**src/rtl/instr_sequencer.sv**
```systemverilog
// Multi-cycle fetch/decode/execute/write-back sequencer for a 32-word program store.
// Starts the ALU with a start/done handshake and gives up after a bounded wait.
module instr_sequencer #(
  parameter int                WORD_W   = 20,
  parameter int                ADDR_W   = 5,
  parameter logic [ADDR_W-1:0] NOP_OP   = 5'h00,
  parameter logic [ADDR_W-1:0] HALT_OP  = 5'h1F,
  parameter int                MAX_WAIT = 15
) (
  input  logic              clk,
  input  logic              rst,
  input  logic              start,
  input  logic [WORD_W-1:0] instr_in,
  input  logic              alu_done,
  output logic [WORD_W-1:0] pc,
  output logic [WORD_W-1:0] ir,
  output logic [ADDR_W-1:0] rd_addr_a,
  output logic [ADDR_W-1:0] rd_addr_b,
  output logic [ADDR_W-1:0] alu_op,
  output logic              alu_start,
  output logic [ADDR_W-1:0] wr_addr,
  output logic              wr_en,
  output logic              busy,
  output logic              halted,
  output logic              timeout
);

  localparam logic [2:0] S_IDLE   = 3'd0;
  localparam logic [2:0] S_FETCH  = 3'd1;
  localparam logic [2:0] S_DECODE = 3'd2;
  localparam logic [2:0] S_EXEC   = 3'd3;
  localparam logic [2:0] S_WRITE  = 3'd4;
  localparam logic [2:0] S_HALT   = 3'd5;

  localparam int OP_FIELD = 0;
  localparam int A_FIELD  = 1;
  localparam int B_FIELD  = 2;
  localparam int W_FIELD  = 3;

  localparam int                WAIT_W    = $clog2(MAX_WAIT + 1);
  localparam logic [WAIT_W-1:0] WAIT_LAST = WAIT_W'(MAX_WAIT - 1);
  localparam logic [WAIT_W-1:0] WAIT_ONE  = {{(WAIT_W-1){1'b0}}, 1'b1};
  localparam logic [WAIT_W-1:0] WAIT_ZERO = {WAIT_W{1'b0}};
  localparam logic [WORD_W-1:0] PC_ONE    = {{(WORD_W-1){1'b0}}, 1'b1};
  localparam logic [WORD_W-1:0] WORD_ZERO = {WORD_W{1'b0}};
  localparam logic [ADDR_W-1:0] ADDR_ZERO = {ADDR_W{1'b0}};

  // Instruction word layout: [W | B | A | OP], each ADDR_W bits wide.
  function automatic logic [ADDR_W-1:0] field_of(input logic [WORD_W-1:0] word, input int idx);
    field_of = word[idx*ADDR_W +: ADDR_W];
  endfunction

  logic [2:0]        state_q, state_d;
  logic [WORD_W-1:0] pc_q, pc_d;
  logic [WORD_W-1:0] ir_q, ir_d;
  logic [ADDR_W-1:0] rd_a_q, rd_a_d;
  logic [ADDR_W-1:0] rd_b_q, rd_b_d;
  logic [ADDR_W-1:0] op_q, op_d;
  logic [ADDR_W-1:0] wr_addr_q, wr_addr_d;
  logic              alu_start_q, alu_start_d;
  logic              wr_en_q, wr_en_d;
  logic              busy_q, busy_d;
  logic              halted_q, halted_d;
  logic              timeout_q, timeout_d;
  logic [WAIT_W-1:0] wait_q, wait_d;
  logic [ADDR_W-1:0] dec_op;

  assign dec_op = field_of(ir_q, OP_FIELD);

  // Next-state and next-output logic; busy/halted follow the state being entered.
  always_comb begin
    state_d     = state_q;
    pc_d        = pc_q;
    ir_d        = ir_q;
    rd_a_d      = rd_a_q;
    rd_b_d      = rd_b_q;
    op_d        = op_q;
    wr_addr_d   = wr_addr_q;
    alu_start_d = 1'b0;
    wr_en_d     = 1'b0;
    wait_d      = wait_q;
    timeout_d   = timeout_q;
    case (state_q)
      S_IDLE, S_HALT: begin
        if (start) begin
          pc_d      = WORD_ZERO;
          timeout_d = 1'b0;
          state_d   = S_FETCH;
        end else begin
          state_d = state_q;
        end
      end
      S_FETCH: begin
        ir_d    = instr_in;
        state_d = S_DECODE;
      end
      S_DECODE: begin
        op_d      = dec_op;
        rd_a_d    = field_of(ir_q, A_FIELD);
        rd_b_d    = field_of(ir_q, B_FIELD);
        wr_addr_d = field_of(ir_q, W_FIELD);
        if (dec_op == HALT_OP) begin
          state_d = S_HALT;
        end else if (dec_op == NOP_OP) begin
          pc_d    = pc_q + PC_ONE;
          state_d = S_FETCH;
        end else begin
          alu_start_d = 1'b1;
          wait_d      = WAIT_ZERO;
          state_d     = S_EXEC;
        end
      end
      S_EXEC: begin
        // A done arriving on the final permitted wait cycle still wins over timeout.
        if (alu_done) begin
          wr_en_d = 1'b1;
          state_d = S_WRITE;
        end else if (wait_q == WAIT_LAST) begin
          timeout_d = 1'b1;
          state_d   = S_HALT;
        end else begin
          wait_d = wait_q + WAIT_ONE;
        end
      end
      S_WRITE: begin
        pc_d    = pc_q + PC_ONE;
        state_d = S_FETCH;
      end
      default: begin
        state_d = S_IDLE;
      end
    endcase
    busy_d   = (state_d != S_IDLE) && (state_d != S_HALT);
    halted_d = (state_d == S_HALT);
  end

  // State and registered outputs; reset aborts any instruction in flight.
  always_ff @(posedge clk or posedge rst) begin
    if (rst) begin
      state_q     <= S_IDLE;
      pc_q        <= WORD_ZERO;
      ir_q        <= WORD_ZERO;
      rd_a_q      <= ADDR_ZERO;
      rd_b_q      <= ADDR_ZERO;
      op_q        <= ADDR_ZERO;
      wr_addr_q   <= ADDR_ZERO;
      alu_start_q <= 1'b0;
      wr_en_q     <= 1'b0;
      busy_q      <= 1'b0;
      halted_q    <= 1'b0;
      timeout_q   <= 1'b0;
      wait_q      <= WAIT_ZERO;
    end else begin
      state_q     <= state_d;
      pc_q        <= pc_d;
      ir_q        <= ir_d;
      rd_a_q      <= rd_a_d;
      rd_b_q      <= rd_b_d;
      op_q        <= op_d;
      wr_addr_q   <= wr_addr_d;
      alu_start_q <= alu_start_d;
      wr_en_q     <= wr_en_d;
      busy_q      <= busy_d;
      halted_q    <= halted_d;
      timeout_q   <= timeout_d;
      wait_q      <= wait_d;
    end
  end

  assign pc        = pc_q;
  assign ir        = ir_q;
  assign rd_addr_a = rd_a_q;
  assign rd_addr_b = rd_b_q;
  assign alu_op    = op_q;
  assign wr_addr   = wr_addr_q;
  assign alu_start = alu_start_q;
  assign wr_en     = wr_en_q;
  assign busy      = busy_q;
  assign halted    = halted_q;
  assign timeout   = timeout_q;

endmodule

```
**config.mk**
```make
export PLATFORM = sky130hd
export DESIGN_NAME = instr_sequencer
export DESIGN_NICKNAME = d
export VERILOG_FILES = /design/src/rtl/instr_sequencer.sv
export SDC_FILE = /design/constraint.sdc
export NUM_CORES = 1
export LEC_CHECK = 0
export CAP_MARGIN = 15
export CORE_ASPECT_RATIO = 1.4
export CORE_MARGIN = 4
export CORE_UTILIZATION = 48
export CTS_BUF_LIST = sky130_fd_sc_hd__clkbuf_4 sky130_fd_sc_hd__clkbuf_8 sky130_fd_sc_hd__clkbuf_16
export DETAILED_ROUTE_END_ITERATION = 8
export PLACE_DENSITY = 0.87
export SLEW_MARGIN = 20
export SYNTH_ARGS = -nofsm -noshare
export SYNTH_HDL_FRONTEND = slang
export SYNTH_SLANG_ARGS = --single-unit
```
**constraint.sdc**
```tcl
create_clock -name clk -period 2.6 [get_ports clk]
set_input_delay 0.52 -clock clk [delete_from_list [all_inputs] [get_ports clk]]
set_output_delay 0.52 -clock clk [all_outputs]
set_load 0.02 [all_outputs]
```
==> results of run 1 <==
-- cell families after synthesis --
group,synth area share [%]
DFF,56.0
and+or+nand+nor,11.4
AOI/OAI and AO/OA,12.3
muxes,14.0
buffers and inverters,2.68
xor gates and xnor gates,2.45
adders and majority gates,1.17
-- worst min path at each step --
stage                       from      endpoint  slack [ns]  depth (start not counted)
finish                       rst         pc[8]        0.51                          2
CTS                          rst         pc[8]        0.51                          2
global route        rd_addr_b[3]  rd_addr_b[3]        0.52                          1
detailed placement    wr_addr[1]    wr_addr[1]        0.49                          1
floorplan              wait_q[1]     wait_q[1]        0.55                          1
global placement    rd_addr_b[2]  rd_addr_b[2]        0.49                          1
-- registers in the layout, indices dropped and copies added (netlist names), 3 cells and up --
| name | count |
|---|---|
| rd_addr_a | 5 |
| alu_op | 5 |
| wr_addr | 5 |
| pc | 20 |
| wait_q | 4 |
| state_q | 3 |
| ir | 20 |
| rd_addr_b | 5 |
-- synth_stat cells (all sizes together) --
cell | instances | area [sq um]
o21a | 3 | 22.5
or2 | 1 | 6.26
or4 | 3 | 26.3
o2111ai | 5 | 43.8
a311oi | 1 | 8.76
o21ai | 15 | 78.8
o211ai | 5 | 51.3
o31ai | 2 | 15.0
nor4bb | 1 | 10.0
nand2b | 1 | 6.26
a31oi | 2 | 12.5
or3b | 1 | 8.76
dfrtp | 72 | 1800
or2b | 1 | 7.51
a22o | 5 | 45.0
nor3 | 1 | 5.00
nand4 | 4 | 25.0
and2 | 4 | 25.0
nor4 | 2 | 27.5
nand3 | 5 | 25.0
and4 | 2 | 18.8
a31o | 1 | 8.76
o41ai | 2 | 17.5
a21oi | 12 | 60.1
buf | 5 | 28.8
mux2 | 40 | 450
o21bai | 2 | 15.0
ha | 3 | 37.5
clkbuf | 7 | 27.5
nor3b | 3 | 22.5
nor2b | 1 | 6.26
xor2 | 9 | 78.8
a2bb2oi | 1 | 8.76
nand2 | 15 | 56.3
inv | 8 | 30.0
nor2 | 14 | 52.6
or3 | 6 | 38.8
o221ai | 1 | 8.76
-- per-layer routing --
| metal | vias up | part of all wire, % | global-route usage, % |
|---|---|---|---|
| met3 | 11 | 6.1 | 6.81 |
| met1 | 1208 | 39 | 20.8 |
| met4 | 0 | 1.7 | 7.63 |
| met2 | 52 | 53 | 32.3 |
| li1 | 1159 | - | - |
| met5 | - | 0 | 0 |
-- through the flow --
stage	utilization (%)	power (W)	setup WS, ns	instances
3_3_place_gp	64.3	0.00435	0.252	425
2_1_floorplan	-	0.00332	0.255	266
5_1_grt	67.4	0.00560	0.205	441
6_report	67.4	0.00529	0.349	441
3_5_place_dp	64.3	0.00443	0.235	425
4_1_cts	67.4	0.00535	0.348	441
-- power by group through the flow --
stage / clock network, W / registers (W) / logic [W]
after detailed placement: 0 / 0.00190 / 0.00253
after global placement: 0 / 0.00187 / 0.00248
after global routing: 0.000964 / 0.00195 / 0.00269
final: 0.000895 / 0.00188 / 0.00251
after CTS: 0.000916 / 0.00189 / 0.00255
after floorplan: 0 / 0.00227 / 0.00105
-- layout make-up --
type	instances	area [sq um]	area share (%)
sequential	72	1800	40.7
multi-input combinational	174	1340	30.3
timing repair buffer	97	961	21.7
clock buffer	11	145	3.28
tap	74	92.6	2.09
clock inverter	5	56.3	1.27
inverter	8	30.0	0.678
==> impl_metrics.csv, run 1 <==
group,metric,value,unit
detailed_routing,wirelength,7.31,mm
power_and_ir_drop,p_leak,1.83,nW
die,fp.dieW,77.2,um
clock_tree,cts_tree,"yes",
power_and_ir_drop,power_density,1190,mW/mm^2
worst_setup_path,cp.depth,6,
sta,slew_headroom,64.3,%
die,die_h,105,um
worst_setup_path,r2r_cells,6,
clock_tree,post_cts_buffers,0,
finish,layout_common_cells,"clkdlybuf4s50_1, dfrtp_1, mux2_2, nand2_1",
logic_synthesis,synth-seq-cells,72,
sta,min_period,2.25,ns
logic_synthesis,postSynthAreaPerCell,12.1,sq um
sta,report.final.slew_viol_count,0,
logic_synthesis,netlist_area,0.00322,sq mm
die,initial_core_util,49.0,%
worst_setup_path,critPathTopFamily,"simple AND/OR/NAND/NOR gates",
detailed_routing,route.detailed.drc,0,
worst_setup_path,start_kind,"flip-flop",
placed_design,place.gp.congestion,0.837,
power_and_ir_drop,max-vdd-ir-drop,0.000812,V
sta,tightest_slew,0.535,ns
finish,design_area,0.00443,sq mm
clock_tree,ctsRootBufferMaster,"clkbuf_8",
detailed_routing,post_drt_wl_per_cell,16.6,um
clock_tree,cts_buffers,9,
sta,fin_crit_sh,86.6,%
finish,drive_above_1_share,21.3,%
sta,hold_viol,0,
worst_setup_path,rr_endpoint,"pc[19]",
worst_setup_path,rrSetupSlack,0.35,ns
worst_setup_path,crit_start,"ir[2]",
worst_setup_path,critical_path.slowest_cell,"or4_4",
sta,setup_tns,0,ns
power_and_ir_drop,switching_share,37.3,%
power_and_ir_drop,switching_power,0.00197,W
clock_tree,ctsResizeCount,0,
finish,final_common_cell,"clkdlybuf4s50_1",
power_and_ir_drop,intPower,0.00332,W
flow_run,cap_viol_max_count,0,
clock_tree,clk_latency,0.34,ns
die,fp-row-count,35,
power_and_ir_drop,power.share.clock,16.9,%
worst_setup_path,cp_max_fo,12,
finish,area_growth,37.5,%
status,status,"finished, final reports clean",
clock_tree,holdBufCountCts,0,
finish,n_fill_cell,489,
clock_tree,cts_max_level,3,
worst_setup_path,critPathCapture,"pc[19]",
logic_synthesis,syn_inst,266,
logic_synthesis,synth_cell_types,48,
logic_synthesis,synth_nets,293,
global_route,grt_usage,18.8,%
logic_synthesis,synthesis.yosys.warnings,0,
global_route,antenna_found_initial,0,
worst_setup_path,endpoint_kind,"flip-flop",
worst_setup_path,cp_num_buf_inv,1,
sta,finClkSkew,0.0148,ns
clock_tree,clk_pin_slew,0.08,ns
global_route,grt-ovfl-total,0,
worst_setup_path,cp_cell_sequence,"or4_4 > nor4_4 > buf_4 > nor2_1 > or4_1 > a21oi_1",
placed_design,io_buffers,88,
power_and_ir_drop,power_frac_comb,47.5,%
worst_setup_path,required,2.87,ns
worst_setup_path,critical-path-max-stage-delay,0.58,ns
global_route,grt_pass1_vias,2551,
detailed_routing,vias_per_cell,5.51,
detailed_routing,drt_iter0_drc,174,
clock_tree,cts_max_path_buffers,2,
detailed_routing,first_pass_iters,3,
placed_design,placed_area,0.00423,sq mm
sta,setup_viol,0,
clock_tree,clock_sinks,72,
detailed_routing,antenna_left,0,
die,ios,89,
worst_setup_path,critPathKind,"reg2reg",
sta,holdWs,0.509,ns
sta,fmax,444,MHz
worst_setup_path,cp.arrival,2.52,ns
finish,insertedDiodeCount,0,
global_route,grt_max_degree,52,
die,fp.dieArea,0.00810,sq mm
die,core_area,0.00657,sq mm
min_path,min_path_type,"in2async",
placed_design,post-dp-hpwl,5.21,mm
power_and_ir_drop,seqPwrFrac,35.6,%
detailed_routing,vias,2430,
logic_synthesis,synth-seq-area-share,56.0,%
global_route,grt_pass1_wl,12.0,mm
worst_setup_path,reg2reg_from,"ir[2]",
sta,rsz0062_at_grt,"false",
finish,fin_nets,389,
Note: power is estimated with default switching activity, not from simulation.
==> inputs of run 2 (changes only) <==
clock period = 2.1 ns   (was 2.6 ns; I/O delays follow)
==> run 2 against run 1 <==
  * First-iteration DRC count fell by 6.9%
  * Die area is the same
  * Clock skew shrank 0.0045 ns
  * Sequential share of layout area decreased by 1.1 points
  * Largest power group unchanged
==> impl_metrics.csv, run 2 (synthesized netlist as in run 1, its figures left out) <==
group,metric,value,unit
sta,min_period,2.08,ns
finish,drive_above_1_share,25.1,%
die,fp.dieArea,0.00810,sq mm
placed_design,placed_area,0.00436,sq mm
finish,fin_nets,405,
global_route,grt-ovfl-total,0,
power_and_ir_drop,power.share.clock,14.7,%
power_and_ir_drop,switching_share,37.3,%
die,die_h,105,um
power_and_ir_drop,max-vdd-ir-drop,0.00100,V
placed_design,post-dp-hpwl,5.64,mm
power_and_ir_drop,seqPwrFrac,34.9,%
global_route,grt_pass1_vias,2618,
worst_setup_path,crit_top_cell,"or4_4",
sta,slew_headroom,63.1,%
die,fp.dieW,77.2,um
die,core_area,0.00657,sq mm
global_route,antenna_found_initial,0,
detailed_routing,vias_per_cell,5.58,
detailed_routing,vias,2550,
clock_tree,post_cts_buffers,0,
worst_setup_path,critical_path.slowest_cell,"or4_4",
sta,holdWs,0.510,ns
clock_tree,clk_pin_slew,0.07,ns
clock_tree,ctsRootBufferMaster,"clkbuf_8",
worst_setup_path,critical-path-max-stage-delay,0.56,ns
global_route,grt_usage,19.8,%
power_and_ir_drop,switching_power,0.00245,W
detailed_routing,wirelength,7.78,mm
clock_tree,clk_latency,0.34,ns
status,status,"finished, final reports clean",
global_route,grt_pass1_wl,12.7,mm
power_and_ir_drop,power_frac_comb,50.4,%
worst_setup_path,required,2.38,ns
die,fp-row-count,35,
sta,fin_crit_sh,99.1,%
worst_setup_path,endpoint_kind,"flip-flop",
sta,finClkSkew,0.0103,ns
flow_run,cap_viol_max_count,0,
sta,tightest_slew,0.548,ns
finish,layout_common_cells,"clkdlybuf4s50_1, dfrtp_1, mux2_2, buf_4",
finish,area_growth,41.4,%
global_route,grt_max_degree,54,
power_and_ir_drop,power_density,1440,mW/mm^2
placed_design,io_buffers,88,
worst_setup_path,rrSetupSlack,0.02,ns
worst_setup_path,cp_max_fo,6,
clock_tree,clock_sinks,72,
sta,hold_viol,0,
placed_design,place.gp.congestion,0.809,
detailed_routing,antenna_left,0,
finish,n_fill_cell,488,
detailed_routing,drt_iter0_drc,162,
die,ios,89,
detailed_routing,first_pass_iters,4,
sta,fmax,481,MHz
power_and_ir_drop,p_leak,1.90,nW
finish,insertedDiodeCount,0,
worst_setup_path,critPathTopFamily,"simple AND/OR/NAND/NOR gates",
power_and_ir_drop,intPower,0.00412,W
sta,rsz0062_at_grt,"true",
worst_setup_path,cp.arrival,2.36,ns
clock_tree,cts_max_path_buffers,2,
clock_tree,cts_buffers,9,
detailed_routing,post_drt_wl_per_cell,17.0,um
finish,final_util,69.3,%
min_path,min_path_type,"reg2reg",
worst_setup_path,start_kind,"flip-flop",
clock_tree,cts_tree,"yes",
clock_tree,cts_max_level,3,
sta,report.final.slew_viol_count,0,
sta,setup_viol,0,
die,initial_core_util,49.0,%
clock_tree,ctsResizeCount,0,
worst_setup_path,cp_cell_sequence,"or4_4 > nor4_4 > buf_6 > o211ai_4 > or4_4 > nand2_2",
detailed_routing,route.detailed.drc,0,
finish,final_common_cell,"clkdlybuf4s50_1",
worst_setup_path,critPathKind,"reg2reg",
clock_tree,holdBufCountCts,0,
finish,design_area,0.00455,sq mm
worst_setup_path,cp_num_buf_inv,1,
[run 2: cell count changes in the layout (fill, tap and decap cells not counted), sizes merged]
cell / before / now
clkbuf: 11 / 12
buf: 9 / 25
bufinv: 1 / 0
clkinv: 3 / 4
inv: 8 / 7
[run 2: metrics by stage]
stage / std cells / setup TNS, ns / total power (W) / setup WS [ns]
floorplan: 266 / 0 / 0.00411 / 0.0144
global placement: 441 / 0 / 0.00553 / 0.0165
detailed placement: 441 / -0.0519 / 0.00565 / -0.0274
CTS: 457 / 0 / 0.00665 / 0.00973
global route: 457 / -0.258 / 0.00696 / -0.0781
finish: 457 / 0 / 0.00657 / 0.0198
[run 2: final cells by class]
| class | instances | area, sq um | area share [%] |
|---|---|---|---|
| clock buffers | 12 | 153 | 3.35 |
| inverters | 8 | 33.8 | 0.742 |
| repair buffers | 113 | 1100 | 24.1 |
| well taps | 74 | 92.6 | 2.03 |
| flip-flops and latches | 72 | 1800 | 39.6 |
| multi-input cells | 174 | 1360 | 29.8 |
| clock inverters | 4 | 20.0 | 0.440 |
[run 2: routing by layer]
metal  wire [um]  share of wire, %  track usage (%)
met5           0                 0                0
met4         180               2.3             8.14
met3         455               5.8             5.86
met2        4200                54             34.9
met1        2940                38             22.2
[run 2: worst paths after layout]
kind,start,depth (start not counted),endpoint
max in group asynchronous,rst,3,alu_op[2]
worst max register to register,ir[2],6,pc[17]
worst min register to register,wr_addr[1],1,wr_addr[1]
min in group asynchronous,rst,3,busy
worst min-delay path,wr_addr[1],1,wr_addr[1]
worst max-delay path,ir[2],6,pc[17]
[run 2: power groups by stage]
stage | sequential (W) | clock (W) | combinational [W]
6_report | 0.00229 | 0.000966 | 0.00332
5_1_grt | 0.00236 | 0.00105 | 0.00355
4_1_cts | 0.00230 | 0.000994 | 0.00335
3_5_place_dp | 0.00232 | 0 | 0.00333
3_3_place_gp | 0.00227 | 0 | 0.00325
2_1_floorplan | 0.00281 | 0 | 0.00130
[run 2: worst reg2reg max path: cells and delay by family, from the launching register on]
| kind | cells | cell delay (ns) |
|---|---|---|
| AO/OA/AOI/OAI | 1 | 0.10 |
| flip-flops | 1 | 0.38 |
| AND/OR/NAND/NOR | 4 | 1.37 |
| buffers and inverters | 1 | 0.19 |
==> inputs of run 3 (changes only) <==
CORE_ASPECT_RATIO = unset   (was 1.4)
==> run 3 against run 2 <==
  * Die area shrank 0.23%
  * Combinational power up 1%
  * Largest power group unchanged
  * Non-clock buffer count grew 4
  * Clock-buffer cell count shrank 2
  * Final cell count up 1.5%
  * Clock power grew 43%
  * Register-to-register slack barely moved
  * Power increased by 7.2%
  * Utilization grew 3.5 points
==> impl_metrics.csv, run 3 (synthesized netlist as in run 1, its figures left out) <==
group,metric,value,unit
status,status,"finished, final reports clean",
clock_tree,clk_pin_slew,0.08,ns
clock_tree,cts_max_path_buffers,2,
power_and_ir_drop,power_density,1510,mW/mm^2
detailed_routing,post_drt_wl_per_cell,17.8,um
worst_setup_path,endpoint_kind,"flip-flop",
sta,slew_headroom,66.6,%
detailed_routing,wirelength,8.27,mm
finish,layout_common_cells,"clkdlybuf4s50_1, dfrtp_1, mux2_2, buf_4, nand2_1",
finish,multi_input_area,0.00137,sq mm
global_route,antenna_found_initial,0,
worst_setup_path,cp.arrival,2.39,ns
detailed_routing,vias_per_cell,5.67,
finish,area_growth,45.4,%
power_and_ir_drop,p_leak,1.95,nW
die,fp.dieArea,0.00808,sq mm
sta,min_period,2.09,ns
worst_setup_path,cp_max_fo,4,
min_path,min_path_type,"in2async",
finish,fin_nets,409,
detailed_routing,antenna_left,0,
sta,fmax,478,MHz
clock_tree,cts_max_level,3,
clock_tree,cts_tree,"yes",
die,fp.dieW,89.9,um
clock_tree,cts_buffers,9,
global_route,grt_pass1_vias,2739,
worst_setup_path,required,2.40,ns
die,ios,89,
placed_design,place.gp.congestion,0.858,
detailed_routing,first_pass_iters,4,
die,core_area,0.00642,sq mm
finish,final_common_cell,"clkdlybuf4s50_1",
sta,hold_viol,0,
finish,insertedDiodeCount,0,
finish,drive_above_1_share,26.4,%
detailed_routing,drt_iter0_drc,175,
finish,final_util,72.9,%
placed_design,dp.cells,443,
power_and_ir_drop,max-vdd-ir-drop,0.00117,V
clock_tree,holdBufCountCts,0,
flow_run,cap_viol_max_count,0,
global_route,grt_max_degree,73,
sta,rsz0062_at_grt,"true",
worst_setup_path,start_kind,"flip-flop",
finish,n_fill_cell,408,
finish,seq_area,0.00180,sq mm
finish,instances_no_fill,464,
sta,tightest_slew,0.496,ns
global_route,grt_pass1_wl,13.5,mm
worst_setup_path,critPathKind,"reg2reg",
sta,setup_viol,0,
placed_design,post-dp-hpwl,5.53,mm
clock_tree,ctsRootBufferMaster,"clkbuf_8",
global_route,grt-ovfl-total,0,
placed_design,io_buffers,88,
die,fp-row-count,29,
sta,report.final.slew_viol_count,0,
detailed_routing,vias,2630,
sta,finClkSkew,0.0154,ns
die,die_h,89.9,um
sta,fin_crit_sh,99.7,%
global_route,grt_usage,20.7,%
die,initial_core_util,50.1,%
clock_tree,clock_sinks,72,
detailed_routing,route.detailed.drc,0,
clock_tree,clk_latency,0.36,ns
-- run 3: through the flow --
step	TNS (ns)	area (sq um)	hold WS (ns)	total power, W	worst slack, ns
3_5_place_dp	-0.158	4360	0.495	0.00564	-0.0675
6_report	0	4680	0.509	0.00705	0.00677
5_1_grt	-0.588	4680	0.531	0.00743	-0.0997
2_1_floorplan	0	3220	0.548	0.00411	0.0144
4_1_cts	0	4630	0.517	0.00707	0.00292
3_3_place_gp	-0.0669	4360	0.489	0.00552	-0.0557
-- run 3: worst paths after layout --
kind / startpoint / end / slack, ns / depth (start not counted)
min in group clk: alu_op[0] / alu_op[0] / 0.52 / 1
min reg2reg: alu_op[0] / alu_op[0] / 0.52 / 1
max: ir[2] / pc[17] / 0.007 / 6
max in group asynchronous: rst / pc[5] / 1.29 / 3
max reg2reg: ir[2] / pc[17] / 0.007 / 6
min: rst / busy / 0.51 / 3
-- run 3: final cells by class --
cell class | count | area share [%]
sequential | 72 | 38.5
multi-input combinational | 174 | 29.3
timing repair buffer | 117 | 24.1
clock buffer | 10 | 2.94
clock inverter | 6 | 2.41
tap | 77 | 2.06
inverter | 8 | 0.722
-- run 3: per-layer routing --
| metal | routed length (um) | part of all wire [%] | vias to the layer above | track usage, % |
|---|---|---|---|---|
| met5 | 0 | 0 | - | 0 |
| met4 | 184 | 2.2 | 0 | 8.93 |
| met3 | 866 | 10 | 18 | 8.76 |
| met2 | 4110 | 50 | 113 | 34.7 |
| met1 | 3120 | 38 | 1303 | 23.2 |
| li1 | - | - | 1196 | - |
-- run 3: what timing repair did --
item | in CTS | in global routing
buffers inserted | 2 | 3
pin swaps | 1 | 3
resized for setup | 2 | 5
endpoints found under the setup margin | 2 | 11
-- run 3: power breakdown --
part | switching (W) | leakage (nW) | internal (W) | total [W]
Sequential | 0.000390 | 0.906 | 0.00191 | 0.00230
Combinational | 0.00163 | 0.921 | 0.00173 | 0.00336
Clock | 0.000556 | 0.127 | 0.000828 | 0.00138
Total | 0.00258 | 1.95 | 0.00447 | 0.00705
-- run 3: worst max-delay path, stage by stage, from the launching register on --
cell	delay, ns
dfrtp_1	0.38
or4_4	0.56
nor4_4	0.23
buf_4	0.21
o211ai_4	0.09
or4_1	0.49
nand2_1	0.07
